[config.mk]
export PLATFORM = sky130hd
export DESIGN_NAME = arm_run_ctrl
export DESIGN_NICKNAME = d
export VERILOG_FILES = /design/src/rtl/arm_run_ctrl.sv
export SDC_FILE = /design/constraint.sdc
export NUM_CORES = 1
export LEC_CHECK = 0
export ABC_CLOCK_PERIOD_IN_PS = 2100
export BUFFER_PORTS_ARGS = -buffer_cell sky130_fd_sc_hd__buf_2
export CAP_MARGIN = 25
export CELL_PAD_IN_SITES_DETAIL_PLACEMENT = 1
export CELL_PAD_IN_SITES_GLOBAL_PLACEMENT = 1
export CORE_MARGIN = 4
export CORE_UTILIZATION = 33
export DETAILED_ROUTE_END_ITERATION = 10
export PLACE_DENSITY = 0.83
export SETUP_SLACK_MARGIN = 0.1
export SYNTH_ARGS = -nofsm -noshare
export SYNTH_HDL_FRONTEND = slang
export SYNTH_SLANG_ARGS = --single-unit
export TNS_END_PERCENT = 1
[constraint.sdc]
create_clock -name clk -period 2.1 [get_ports clk]
set_clock_uncertainty 0.05 [all_clocks]
set_input_delay 0.21 -clock clk [delete_from_list [all_inputs] [get_ports clk]]
set_output_delay 0.21 -clock clk [all_outputs]
set_load 0.05 [all_outputs]
[src/rtl/arm_run_ctrl.sv]
// rtl/arm_run_ctrl.sv - run/halt/single-step sequencer and cycle counter for the pipelined ARM core
// Optional breakpoint freeze on IF-stage PC match: define ARM_RUN_CTRL_BREAKPOINT_EN.
module arm_run_ctrl #(
  parameter int RST_CYCLES = 16,
  parameter int CNT_W      = 32,
  parameter int PC_W       = 32
) (
  input  logic             clk,
  input  logic             rst,
  input  logic             run_btn,
  input  logic             step_btn,
  input  logic [PC_W-1:0]  pc_if,
  input  logic [PC_W-1:0]  bp_addr,
  input  logic             bp_valid,
  output logic             core_rst,
  output logic             core_en,
  output logic             halted,
  output logic [2:0]       state,
  output logic [CNT_W-1:0] cycle_cnt
);

  typedef enum logic [2:0] {
    S_RST_HOLD = 3'd0,
    S_HALT     = 3'd1,
    S_RUN      = 3'd2,
    S_STEP     = 3'd3,
    S_BREAK    = 3'd4
  } state_t;

  localparam int HOLD_W = $clog2(RST_CYCLES + 1);
  localparam logic [HOLD_W-1:0] HOLD_LAST = HOLD_W'(RST_CYCLES - 1);

  state_t            cur;
  state_t            nxt;
  logic [HOLD_W-1:0] hold_cnt;
  logic              run_q;
  logic              step_q;
  logic              run_rise;
  logic              step_rise;
  logic              bp_hit;

  assign run_rise  = run_btn & ~run_q;
  assign step_rise = step_btn & ~step_q;

`ifdef ARM_RUN_CTRL_BREAKPOINT_EN
  logic bp_skip;

  // bp_skip lets the first RUN cycle out of BREAK fetch past bp_addr.
  assign bp_hit = bp_valid & (pc_if == bp_addr) & ~bp_skip & (cur == S_RUN);
`else
  logic unused_bp;

  assign unused_bp = ^{pc_if, bp_addr, bp_valid};
  assign bp_hit    = 1'b0;
`endif

  always_comb begin
    nxt = cur;
    case (cur)
      S_RST_HOLD: if (hold_cnt == HOLD_LAST) nxt = S_HALT;
      S_HALT, S_BREAK: begin
        if (run_rise)       nxt = S_RUN;
        else if (step_rise) nxt = S_STEP;
      end
      // A run edge beats a simultaneous breakpoint hit.
      S_RUN: begin
        if (run_rise)    nxt = S_HALT;
        else if (bp_hit) nxt = S_BREAK;
      end
      S_STEP:  nxt = S_HALT;
      default: nxt = S_RST_HOLD;
    endcase
  end

  assign core_en = ((cur == S_RUN) & ~bp_hit) | (cur == S_STEP);
  assign state   = cur;

  always_ff @(posedge clk or negedge rst) begin
    if (!rst) begin
      cur       <= S_RST_HOLD;
      hold_cnt  <= '0;
      run_q     <= 1'b1;
      step_q    <= 1'b1;
      core_rst  <= 1'b1;
      halted    <= 1'b0;
      cycle_cnt <= '0;
`ifdef ARM_RUN_CTRL_BREAKPOINT_EN
      bp_skip   <= 1'b0;
`endif
    end else begin
      run_q    <= run_btn;
      step_q   <= step_btn;
      cur      <= nxt;
      core_rst <= (nxt == S_RST_HOLD);
      halted   <= (nxt == S_HALT) | (nxt == S_BREAK);
      if ((cur == S_RST_HOLD) && (nxt == S_RST_HOLD))
        hold_cnt <= hold_cnt + 1'b1;
      if (core_en)
        cycle_cnt <= cycle_cnt + 1'b1;
`ifdef ARM_RUN_CTRL_BREAKPOINT_EN
      if ((cur == S_BREAK) && (nxt == S_RUN))
        bp_skip <= 1'b1;
      else if (cur == S_RUN)
        bp_skip <= 1'b0;
`endif
    end
  end

endmodule

==> results by group, run 1 <==
Run status
  • Status: finished, final reports clean

Place
  • DP Wirelength: 3089 um
  • GP Congestion: 0.7341
  • Placed Cells: 294
  • Count of input and output buffers: 41

Timing
  • Period utilization: 86.93%
  • Max-slew violations: 0
  • Slew HR: 59.78%
  • Setup_tns: 0 ns
  • Least-Margin Pin Slew: 0.6001 ns
  • Highest clock rate: 547.8 MHz
  • Endpoints failing setup: 0
  • Crit path time final: 1.826 ns
  • Final hold vios: 0
  • RSZ-0062 raised after global routing: no

Power
  • Peak VDD IR: 0.0004929 V
  • Leakage: 1.178 nW
  • PwrDens: 999.9 nW/um^2
  • Tot Pwr: 2.470 mW

Worst setup path
  • CP arrival: 1.96 ns
  • Slowest CP cell: dfrtp_1
  • CP startpoint kind: flip-flop
  • Worst path depth: 7
  • Crit path buffers/inverters: 1
  • CP Max Fanout: 4
  • CP cell instances: ha_1 > and3_1 > ha_1 > nor4_1 > buf_4 > nand4_1 > xnor2_1
  • CP most frequent cell: ha_1
  • Crit-path max cell delay: 0.41 ns
  • FF-to-FF setup slack: 0.27 ns
  • Register-to-Register Path Depth: 7
  • Reg-to-reg startpoint: hold_cnt[0]
  • FF-to-FF End: hold_cnt[3]
  • CP required: 2.23 ns
  • CP top delay family: simple AND/OR/NAND/NOR gates
  • Critical path capture point type: flip-flop
  • Critical path class: reg2reg

Yosys
  • Post-synth top flop: dfrtp_1
  • Seq/Total Area, Yosys: 54.47%
  • Asr flop ratio synth: 100.0%
  • Mapped Avg Cell Area: 11.33 um^2
  • Mapped Area: 2028 um^2
  • Mapped Nets: 251
  • Yosys cell types: 35
  • Number of synthesized flops with an enable pin: 0
  • Largest cells by area after synthesis: dfrtp_1, xnor2_1, nand4_1
  • Synth Instances: 179
  • Yosys top cell area share: 50.59%
  • Area leader, netlist: dfrtp_1
  • Yosys warns: 0
  • Synth Register Bits: 44

CTS
  • Clock latency on the worst-skew pair: 0.30 ns
  • Clock tree buffer depth: 2
  • Clk slew on worst S/H paths: 0.09 ns
  • Num CTS Buffers: 5
  • H-tree depth: 2
  • TritonCTS clock tree: yes
  • Clock Sinks: 44
  • Root Buffer: clkbuf_8

Finish
  • Final Util: 41.47%
  • # nets final: 301
  • Most frequent cells in the layout: dfrtp_1, buf_2, xnor2_1
  • Fin cells: 305
  • Area of the multi-input gates: 867.1 um^2
  • Fraction of layout cells with a size suffix above 1: 28.26%
  • Diode count: 0
  • Filler Cell Count: 689
  • Area Overhead vs Synth: 21.78%
  • Reg area: 1105 um^2

Global route
  • GRT Util Overall: 12.84%
  • Overflow after GRT: 0
  • Largest net degree at the start of global routing: 45
  • Vias in the first global route: 1516
  • Initial antenna violation count: 0
  • First-pass GRT wire length: 7507 um

Detailed routing
  • Drt wl/cell: 14.27 um
  • Total wire length: 4353 um
  • Routed via count: 1515
  • Vias/cell: 4.967
  • Drt pass-1 iters: 4
  • DRT antenna net count: 0
  • DR iter-0 viols: 24
  • Post-route DRC: 0

Min path
  • Hold crit path type: in2async

Floorplan
  • Core area: 5956 um^2
  • Initial Util: 34.05%
  • Top Ports: 107
  • Die area: 7464 um^2
  • Die width: 86.40 um
  • Die Y: 86.40 um
  • Row count: 28

Job
  • Max Cap Viol: 0
[how the worst max path moves through the flow]
stage | slack [ns] | to | from
2_1_floorplan | 0.19 | cycle_cnt[24] | cycle_cnt[0]
3_3_place_gp | 0.31 | hold_cnt[3] | hold_cnt[0]
3_5_place_dp | 0.27 | hold_cnt[3] | hold_cnt[0]
4_1_cts | 0.20 | core_en | state[1]
5_1_grt | 0.12 | hold_cnt[3] | hold_cnt[0]
6_report | 0.27 | hold_cnt[3] | hold_cnt[0]
[power breakdown]
group          internal (mW)  leakage [nW]  total (mW)  switching (mW)
Clock                  0.263        0.0510       0.550           0.288
Sequential             0.989         0.583        1.14           0.151
Combinational          0.239         0.544       0.778           0.539
Total                   1.49          1.18        2.47           0.978
[per-layer routing]
layer	vias to the layer above	track usage, %	share of wire, %
met5	-	0	0
met4	0	6.091	1.6
met3	7	2.757	4.9
met2	35	19.82	46
met1	756	17.15	48
li1	717	-	-
[sequential cells by signal (all words and copies together), names as in the netlist]
name / flops
halted: 1
core_rst: 1
state: 3
hold_cnt: 5
step_q: 1
run_q: 1
cycle_cnt: 32
[layout make-up]
class | count | share of cell area [%]
inverters | 5 | 0.7599
well taps | 75 | 3.799
multi-input cells | 123 | 35.11
flip-flops and latches | 44 | 44.73
clock inverters | 2 | 0.4053
clock buffers | 6 | 3.343
repair buffers | 50 | 11.85
[metrics by stage]
stage	instance area (um^2)	hold slack, ns	worst slack (ns)
6_report	2470	0.3689	0.2744
5_1_grt	2470	0.4184	0.1226
4_1_cts	2467	0.3746	0.2041
3_5_place_dp	2345	0.1616	0.2689
3_3_place_gp	2345	0.1599	0.3129
2_1_floorplan	2029	-0.1356	0.1926
[logic make-up after synthesis]
kind of cell | share of synthesized area, %
buffers and inverters | 2.900
and+or+nand+nor | 21.59
DFF | 54.47
xor gates and xnor gates | 15.11
muxes | 1.049
adders and majority gates | 1.851
AOI/OAI and AO/OA | 3.022
[cell usage after synthesis (3+ instances only)]
library cell / n
dfrtp_1: 41
nor2b_1: 3
nor2_1: 6
and3_1: 5
o21ai_0: 3
nand2_1: 19
inv_1: 5
xnor2_1: 31
and4_1: 3
xor2_1: 4
dfstp_2: 3
clkbuf_1: 3
nand3_1: 11
nand4_1: 14
ha_1: 3
[tightest hold or removal path, cell delays in order]
cell	delay (ns)
dlygate4sd3_1	0.52
buf_2	0.12
buf_12	0.24
[what timing repair did]
item / CTS / global route
resized for setup: 0 / 1
hold buffers: 3 / 0
hold endpoints to repair: 43 / 0
setup endpoints to repair: 0 / 1
buffers inserted: 0 / 0
Power figures use the tool's default switching activity.
==> run 2: changes to the inputs <==
--- a/config.mk
+++ b/config.mk
@@ -5,15 +5,16 @@
 export SDC_FILE = /design/constraint.sdc
 export NUM_CORES = 1
 export LEC_CHECK = 0
+export ABC_AREA = 1
 export ABC_CLOCK_PERIOD_IN_PS = 2100
 export BUFFER_PORTS_ARGS = -buffer_cell sky130_fd_sc_hd__buf_2
 export CAP_MARGIN = 25
 export CELL_PAD_IN_SITES_DETAIL_PLACEMENT = 1
 export CELL_PAD_IN_SITES_GLOBAL_PLACEMENT = 1
 export CORE_MARGIN = 4
-export CORE_UTILIZATION = 33
+export CORE_UTILIZATION = 34
 export DETAILED_ROUTE_END_ITERATION = 10
-export PLACE_DENSITY = 0.83
+export PLACE_DENSITY = 0.85
 export SETUP_SLACK_MARGIN = 0.1
 export SYNTH_ARGS = -nofsm -noshare
 export SYNTH_HDL_FRONTEND = slang
==> results by group, run 2 <==
Power
  • PwrDens: 929.7 nW/um^2 (was 999.9 nW/um^2)
  • Peak VDD IR: 0.0009010 V (was 0.0004929 V)
  • Leakage: 1.517 nW (was 1.178 nW)

Job
  • Max Cap Viol: 0 (unchanged)

Detailed routing
  • DR iter-0 viols: 46 (was 24)
  • Total wire length: 6237 um (was 4353 um)
  • Drt wl/cell: 13.74 um (was 14.27 um)
  • DRT antenna net count: 0 (unchanged)
  • Drt pass-1 iters: 4 (unchanged)
  • Post-route DRC: 0 (unchanged)
  • Routed via count: 2149 (was 1515)
  • Vias/cell: 4.733 (was 4.967)

Finish
  • Diode count: 0 (unchanged)
  • Area Overhead vs Synth: 18.15% (was 21.78%)
  • Fraction of layout cells with a size suffix above 1: 21.51% (was 28.26%)
  • Final Util: 42.11% (was 41.47%)
  • Number of flip-flops in the largest register: 32 (unchanged)
  • Most frequent cells in the layout: nand2_1, dfrtp_1, buf_2 (was dfrtp_1, buf_2, xnor2_1)
  • # nets final: 429 (was 301)
  • Commonest non-fill, non-tap cell in the layout: nand2_1
  • Top reg by flops: cycle_cnt (unchanged)

Yosys
  • Largest cells by area after synthesis: dfrtp_1, nand2_1, inv_1 (was dfrtp_1, xnor2_1, nand4_1)
  • Commonest cells in the netlist: nand2_1, dfrtp_1, inv_1, nor2_1, nand3_1 (was dfrtp_1, xnor2_1, nand2_1, nand4_1, nand3_1)
  • Yosys warns: 0 (unchanged)
  • Mapped Nets: 377 (was 251)
  • Simple-Gate Fraction of Synth Area: 36.60% (was 21.59%)
  • Synth Area in XOR/XNOR: 9.151% (was 15.11%)
  • Post-synth top flop: dfrtp_1 (unchanged)
  • Post-Synth Adder-Cell Area: 1.517% (was 1.851%)
  • Cell with the most instances after synthesis: nand2_1 (was dfrtp_1)
  • Area leader, netlist: dfrtp_1 (unchanged)
  • Yosys top cell area share: 41.46% (was 50.59%)
  • Seq/Total Area, Yosys: 44.64% (was 54.47%)
  • Post-synthesis mux area share: 0% (was 1.049%)
  • Mapped Avg Cell Area: 8.114 um^2 (was 11.33 um^2)
  • Yosys cell types: 28 (was 35)
  • Mapped Area: 2475 um^2 (was 2028 um^2)
  • Synth Register Bits: 44 (unchanged)
  • Number of synthesized flops with an enable pin: 0 (unchanged)
  • Compound-cell area share of the yosys netlist: 1.163% (was 3.023%)
  • Asr flop ratio synth: 100.0% (unchanged)
  • Synth Instances: 305 (was 179)
  • Largest family of logic cells by synthesized area: simple AND/OR/NAND/NOR gates (unchanged)

CTS
  • Num CTS Buffers: 5 (unchanged)
  • Root Buffer: clkbuf_8 (unchanged)
  • H-tree depth: 2 (unchanged)
  • Clk slew on worst S/H paths: 0.08 ns (was 0.09 ns)
  • Clock Sinks: 44 (unchanged)
  • Clock latency on the worst-skew pair: 0.29 ns (was 0.30 ns)
  • Clock tree buffer depth: 2 (unchanged)
  • TritonCTS clock tree: yes (unchanged)

Place
  • DP Wirelength: 4923 um (was 3089 um)
  • GP Congestion: 0.8865 (was 0.7341)
  • Place WS: 0.2449 ns (was 0.2689 ns)
  • Count of input and output buffers: 41 (unchanged)

Floorplan
  • Top Ports: 107 (unchanged)
  • Initial Util: 35.64% (was 34.05%)
  • Core area: 6944 um^2 (was 5956 um^2)
  • Die Y: 93.32 um (was 86.40 um)
  • Row count: 30 (was 28)
  • Die width: 93.32 um (was 86.40 um)
  • Die area: 8708 um^2 (was 7464 um^2)

Worst setup path
  • FF-to-FF End: hold_cnt[2] (was hold_cnt[3])
  • Critical path class: reg2reg (unchanged)
  • Critical path capture point type: flip-flop (unchanged)
  • CP arrival: 1.97 ns (was 1.96 ns)
  • CP startpoint kind: flip-flop (unchanged)
  • CP required: 2.23 ns (about the same)
  • Register-to-Register Path Depth: 10 (was 7)
  • CP Max Fanout: 5 (was 4)
  • Reg-to-reg startpoint: hold_cnt[0] (unchanged)
  • FF-to-FF setup slack: 0.26 ns (was 0.27 ns)

Timing
  • Final Worst Setup Slack: 0.2638 ns (was 0.2744 ns)
  • Crit path time final: 1.836 ns (was 1.826 ns)
  • Least-Margin Pin Slew: 0.5617 ns (was 0.6001 ns)
  • Period utilization: 87.44% (was 86.93%)
  • Setup_tns: 0 ns (unchanged)
  • RSZ-0062 raised after global routing: no (unchanged)
  • Slew HR: 62.55% (was 59.78%)
  • Final hold vios: 0 (unchanged)
  • Endpoints failing setup: 0 (unchanged)
  • Highest clock rate: 544.6 MHz (was 547.8 MHz)
  • Hold WS: 0.4399 ns (was 0.3689 ns)
  • Max-slew violations: 0 (unchanged)

Global route
  • First-pass GRT wire length: 10850 um (was 7507 um)
  • Vias in the first global route: 2357 (was 1516)
  • Initial antenna violation count: 0 (unchanged)
  • GRT Util Overall: 15.60% (was 12.84%)
  • Overflow after GRT: 0 (unchanged)
  • Largest net degree at the start of global routing: 45 (unchanged)

Min path
  • Hold crit path type: reg2reg (was in2async)
  • Hold Path Sink: hold_cnt[4]
  • Worst Hold Launch: hold_cnt[4]
  • Cell depth of the worst hold path: 2

Run status
  • Status: finished, final reports clean (unchanged)
run 2: cell count changes after synthesis, moves of 4 or more:
cell / previous run / this run
xor2_1: 4 / 14
and3_1: 5 / 0
nor2_1: 6 / 30
nand2_1: 19 / 94
inv_1: 5 / 37
xnor2_1: 31 / 10
nor2_4: 0 / 8
nor3_1: 2 / 9
nand3_1: 11 / 19
nand4_1: 14 / 10
run 2: worst max path at each step:
stage,from,endpoint,slack (ns),cells after the start
after detailed placement,hold_cnt[0],hold_cnt[2],0.24,10
after global placement,cycle_cnt[0],cycle_cnt[28],0.32,10
after global routing,cycle_cnt[0],cycle_cnt[28],0.11,10
after floorplan,cycle_cnt[0],cycle_cnt[26],0.13,10
final,hold_cnt[0],hold_cnt[2],0.26,10
after CTS,hold_cnt[0],hold_cnt[2],0.23,10
run 2: final cells by class:
cell class	count	area, um^2
Sequential cell	44	1105
Multi-Input combinational cell	218	1199
Fill cell	879	4020
Clock buffer	8	90.09
Timing Repair Buffer	46	250.2
Tap cell	96	120.1
Inverter	42	160.2
run 2: kinds of logic after synthesis:
| kind of cell | Yosys count |
|---|---|
| compound gates | 5 |
| xor+xnor | 25 |
| fa+ha+maj | 3 |
| buf+inv | 43 |
| flops | 44 |
| simple gates | 185 |
run 2: repair_timing:
action / 4_1_cts / 5_1_grt
hold buffers: 3 / 0
hold endpoints to repair: 43 / 0
gates resized for setup: 0 / 0
setup endpoints to repair: 0 / 0
setup buffers: 0 / 0
run 2: per-layer routing:
metal	track usage (%)	vias up	share of wire, %
li1	-	1048	-
met4	3.785	0	1.3
met2	29.42	38	54
met3	3.862	8	4.0
met5	0	-	0
met1	17.38	1055	41
run 2: power breakdown:
group          switching, mW  internal, mW  leakage (nW)
Sequential             0.125         0.974         0.590
Clock                  0.276         0.269        0.0455
Combinational          0.778         0.297         0.881
Total                   1.18          1.54          1.52
run 2: worst max-delay path, stage by stage (launching register included):
cell	delay (ns)
dfrtp_1	0.42
ha_1	0.24
nand2_1	0.07
nor2_1	0.04
ha_1	0.17
nand2_1	0.09
nand3_1	0.08
nand2_1	0.12
nand4_1	0.26
nand2_1	0.15
nand2_1	0.05
run 2: through the flow:
stage,instances,power [mW],area (um^2)
after floorplan,305,1.928,2475
after global placement,443,2.145,2804
after detailed placement,443,2.205,2804
after CTS,454,2.780,2924
after global routing,454,2.928,2924
final,454,2.719,2924
==> run 3: changes to the inputs <==
--- a/config.mk
+++ b/config.mk
@@ -14,7 +14,8 @@
 export CORE_MARGIN = 4
 export CORE_UTILIZATION = 34
 export DETAILED_ROUTE_END_ITERATION = 10
-export PLACE_DENSITY = 0.85
+export PLACE_DENSITY_LB_ADDON = 0.1
+export RECOVER_POWER = 100
 export SETUP_SLACK_MARGIN = 0.1
 export SYNTH_ARGS = -nofsm -noshare
 export SYNTH_HDL_FRONTEND = slang
==> results by group, run 3 (synthesis results as in run 2) <==
Worst setup path
  • FF-to-FF End: cycle_cnt[23] (was hold_cnt[2])
  • Setup crit start: state[2] (was hold_cnt[0])
  • FF-to-FF setup slack: 0.25 ns (was 0.26 ns)
  • Critical path class: reg2reg (unchanged)
  • CP arrival: 1.98 ns (was 1.97 ns)
  • Reg-to-reg startpoint: state[2] (was hold_cnt[0])
  • Register-to-Register Path Depth: 7 (was 10)
  • CP startpoint kind: flip-flop (unchanged)
  • Critical path capture point type: flip-flop (unchanged)
  • Setup crit end: cycle_cnt[23] (was hold_cnt[2])
  • CP Max Fanout: 8 (was 5)
  • CP required: 2.23 ns (about the same)

Floorplan
  • Core area: 6944 um^2 (unchanged)
  • Row count: 30 (unchanged)
  • Die width: 93.32 um (unchanged)
  • Initial Util: 35.64% (unchanged)
  • Top Ports: 107 (unchanged)
  • Die area: 8708 um^2 (unchanged)
  • Die Y: 93.32 um (unchanged)

Job
  • Max Cap Viol: 0 (unchanged)

CTS
  • Postcts setup bufs: 0 (unchanged)
  • TritonCTS clock tree: yes (unchanged)
  • H-tree depth: 2 (unchanged)
  • Clock Sinks: 44 (unchanged)
  • Clock latency on the worst-skew pair: 0.30 ns (was 0.29 ns)
  • Clk slew on worst S/H paths: 0.08 ns (about the same)
  • Root Buffer: clkbuf_8 (unchanged)
  • Clock tree buffer depth: 2 (unchanged)
  • Num CTS Buffers: 5 (unchanged)

Timing
  • Period utilization: 87.91% (was 87.44%)
  • Least-Margin Pin Slew: 1.134 ns (was 0.5617 ns)
  • Highest clock rate: 541.7 MHz (was 544.6 MHz)
  • Slew HR: 24.42% (was 62.55%)
  • Setup_tns: 0 ns (unchanged)
  • RSZ-0062 raised after global routing: no (unchanged)
  • Crit path time final: 1.846 ns (was 1.836 ns)
  • Max-slew violations: 0 (unchanged)
  • Endpoints failing setup: 0 (unchanged)
  • Final hold vios: 0 (unchanged)

Power
  • Gate power share: 37.5% (was 39.5%)
  • Leakage: 1.354 nW (was 1.517 nW)
  • Clock power share: 22.0% (was 20.0%)
  • Peak VDD IR: 0.0005191 V (was 0.0009010 V)
  • Cell-internal power: 1.539 mW (was 1.540 mW)
  • Switching Fraction: 42.55% (was 43.37%)
  • PwrDens: 940.1 nW/um^2 (was 929.7 nW/um^2)
  • P_sw: 1.140 mW (was 1.179 mW)
  • Sequential power share: 40.5% (was 40.4%)

Detailed routing
  • Routed via count: 2073 (was 2149)
  • DR iter-0 viols: 41 (was 46)
  • Vias/cell: 4.556 (was 4.733)
  • Drt pass-1 iters: 4 (unchanged)
  • Total wire length: 5869 um (was 6237 um)
  • Post-route DRC: 0 (unchanged)
  • DRT antenna net count: 0 (unchanged)
  • Drt wl/cell: 12.90 um (was 13.74 um)

Place
  • DP Wirelength: 4602 um (was 4923 um)
  • DP Area: 2811 um^2 (was 2804 um^2)
  • Count of input and output buffers: 41 (unchanged)
  • GP Congestion: 0.7716 (was 0.8865)

Finish
  • Fraction of layout cells with a size suffix above 1: 8.635% (was 21.51%)
  • Most frequent cells in the layout: nand2_1, clkbuf_1, dfrtp_1 (was nand2_1, dfrtp_1, buf_2)
  • Area Overhead vs Synth: 15.17% (was 18.15%)
  • Number of flip-flops in the largest register: 32 (unchanged)
  • Diode count: 0 (unchanged)
  • # nets final: 430 (was 429)
  • Top reg by flops: cycle_cnt (unchanged)
  • Filler Cell Count: 889 (was 879)
  • Commonest non-fill, non-tap cell in the layout: nand2_1 (unchanged)
  • Final instance area: 2850 um^2 (was 2924 um^2)

Global route
  • First-pass GRT wire length: 10350 um (was 10850 um)
  • Initial antenna violation count: 0 (unchanged)
  • Overflow after GRT: 0 (unchanged)
  • GRT Util Overall: 14.93% (was 15.60%)
  • Vias in the first global route: 2182 (was 2357)
  • Largest net degree at the start of global routing: 45 (unchanged)

Min path
  • Hold crit path type: reg2reg (unchanged)

Run status
  • Status: finished, final reports clean (unchanged)
[run 3: metal layers]
metal / vias up / part of all wire (%) / GRT usage [%]
met4: 0 / 1.4 / 4.029
met3: 8 / 3.1 / 3.057
met5: - / 0 / 0
met1: 987 / 46 / 19.00
met2: 29 / 50 / 25.61
li1: 1049 / - / -
[run 3: area by class of cell]
type | count | area, um^2 | area share (%)
Timing Repair Buffer | 47 | 201.4 | 7.068
Multi-Input combinational cell | 218 | 1164 | 40.83
Sequential cell | 44 | 1105 | 38.76
Clock buffer | 8 | 100.1 | 3.512
Tap cell | 96 | 120.1 | 4.214
Inverter | 42 | 160.2 | 5.619
[run 3: worst min path at each step]
stage	cells after the start	start	slack (ns)	endpoint
floorplan	0	rst	-0.14	cycle_cnt[0]
CTS	2	hold_cnt[4]	0.45	hold_cnt[4]
finish	2	hold_cnt[4]	0.44	hold_cnt[4]
detailed placement	1	step_btn	0.28	step_q
global route	2	hold_cnt[3]	0.47	hold_cnt[3]
global placement	1	step_btn	0.28	step_q
[run 3: stage by stage]
stage | hold slack (ns) | total power, mW | util (%) | std cells | setup slack, ns
after floorplan | -0.1356 | 1.928 | - | 305 | 0.1279
after CTS | 0.4461 | 2.821 | 42.36 | 455 | 0.2693
after global placement | 0.2759 | 2.176 | 40.49 | 444 | 0.2871
after global routing | 0.4701 | 2.923 | 41.05 | 455 | 0.07430
after detailed placement | 0.2786 | 2.201 | 40.49 | 444 | 0.2900
final | 0.4396 | 2.680 | 41.05 | 455 | 0.2539
[run 3: power groups by stage]
stage          combinational, mW  clock [mW]  sequential [mW]
3_5_place_dp                1.10           0             1.10
5_1_grt                     1.15       0.669             1.11
3_3_place_gp                1.08           0             1.10
6_report                    1.01       0.589             1.08
2_1_floorplan              0.610           0             1.32
4_1_cts                     1.10       0.631             1.09
[run 3: worst max-delay path, cell delays in order, from the launching register on]
cell	delay (ns)
dfrtp_1	0.47
nor2_4	0.30
inv_4	0.10
nor2_1	0.18
nand3_1	0.13
nor2_2	0.22
nand3_1	0.13
xor2_1	0.16
[run 3: timing repair]
action / CTS / global route
setup endpoints to repair: 0 / 0
gates resized for setup: 0 / 0
hold buffers: 3 / 0
endpoints found under the hold margin: 43 / 0
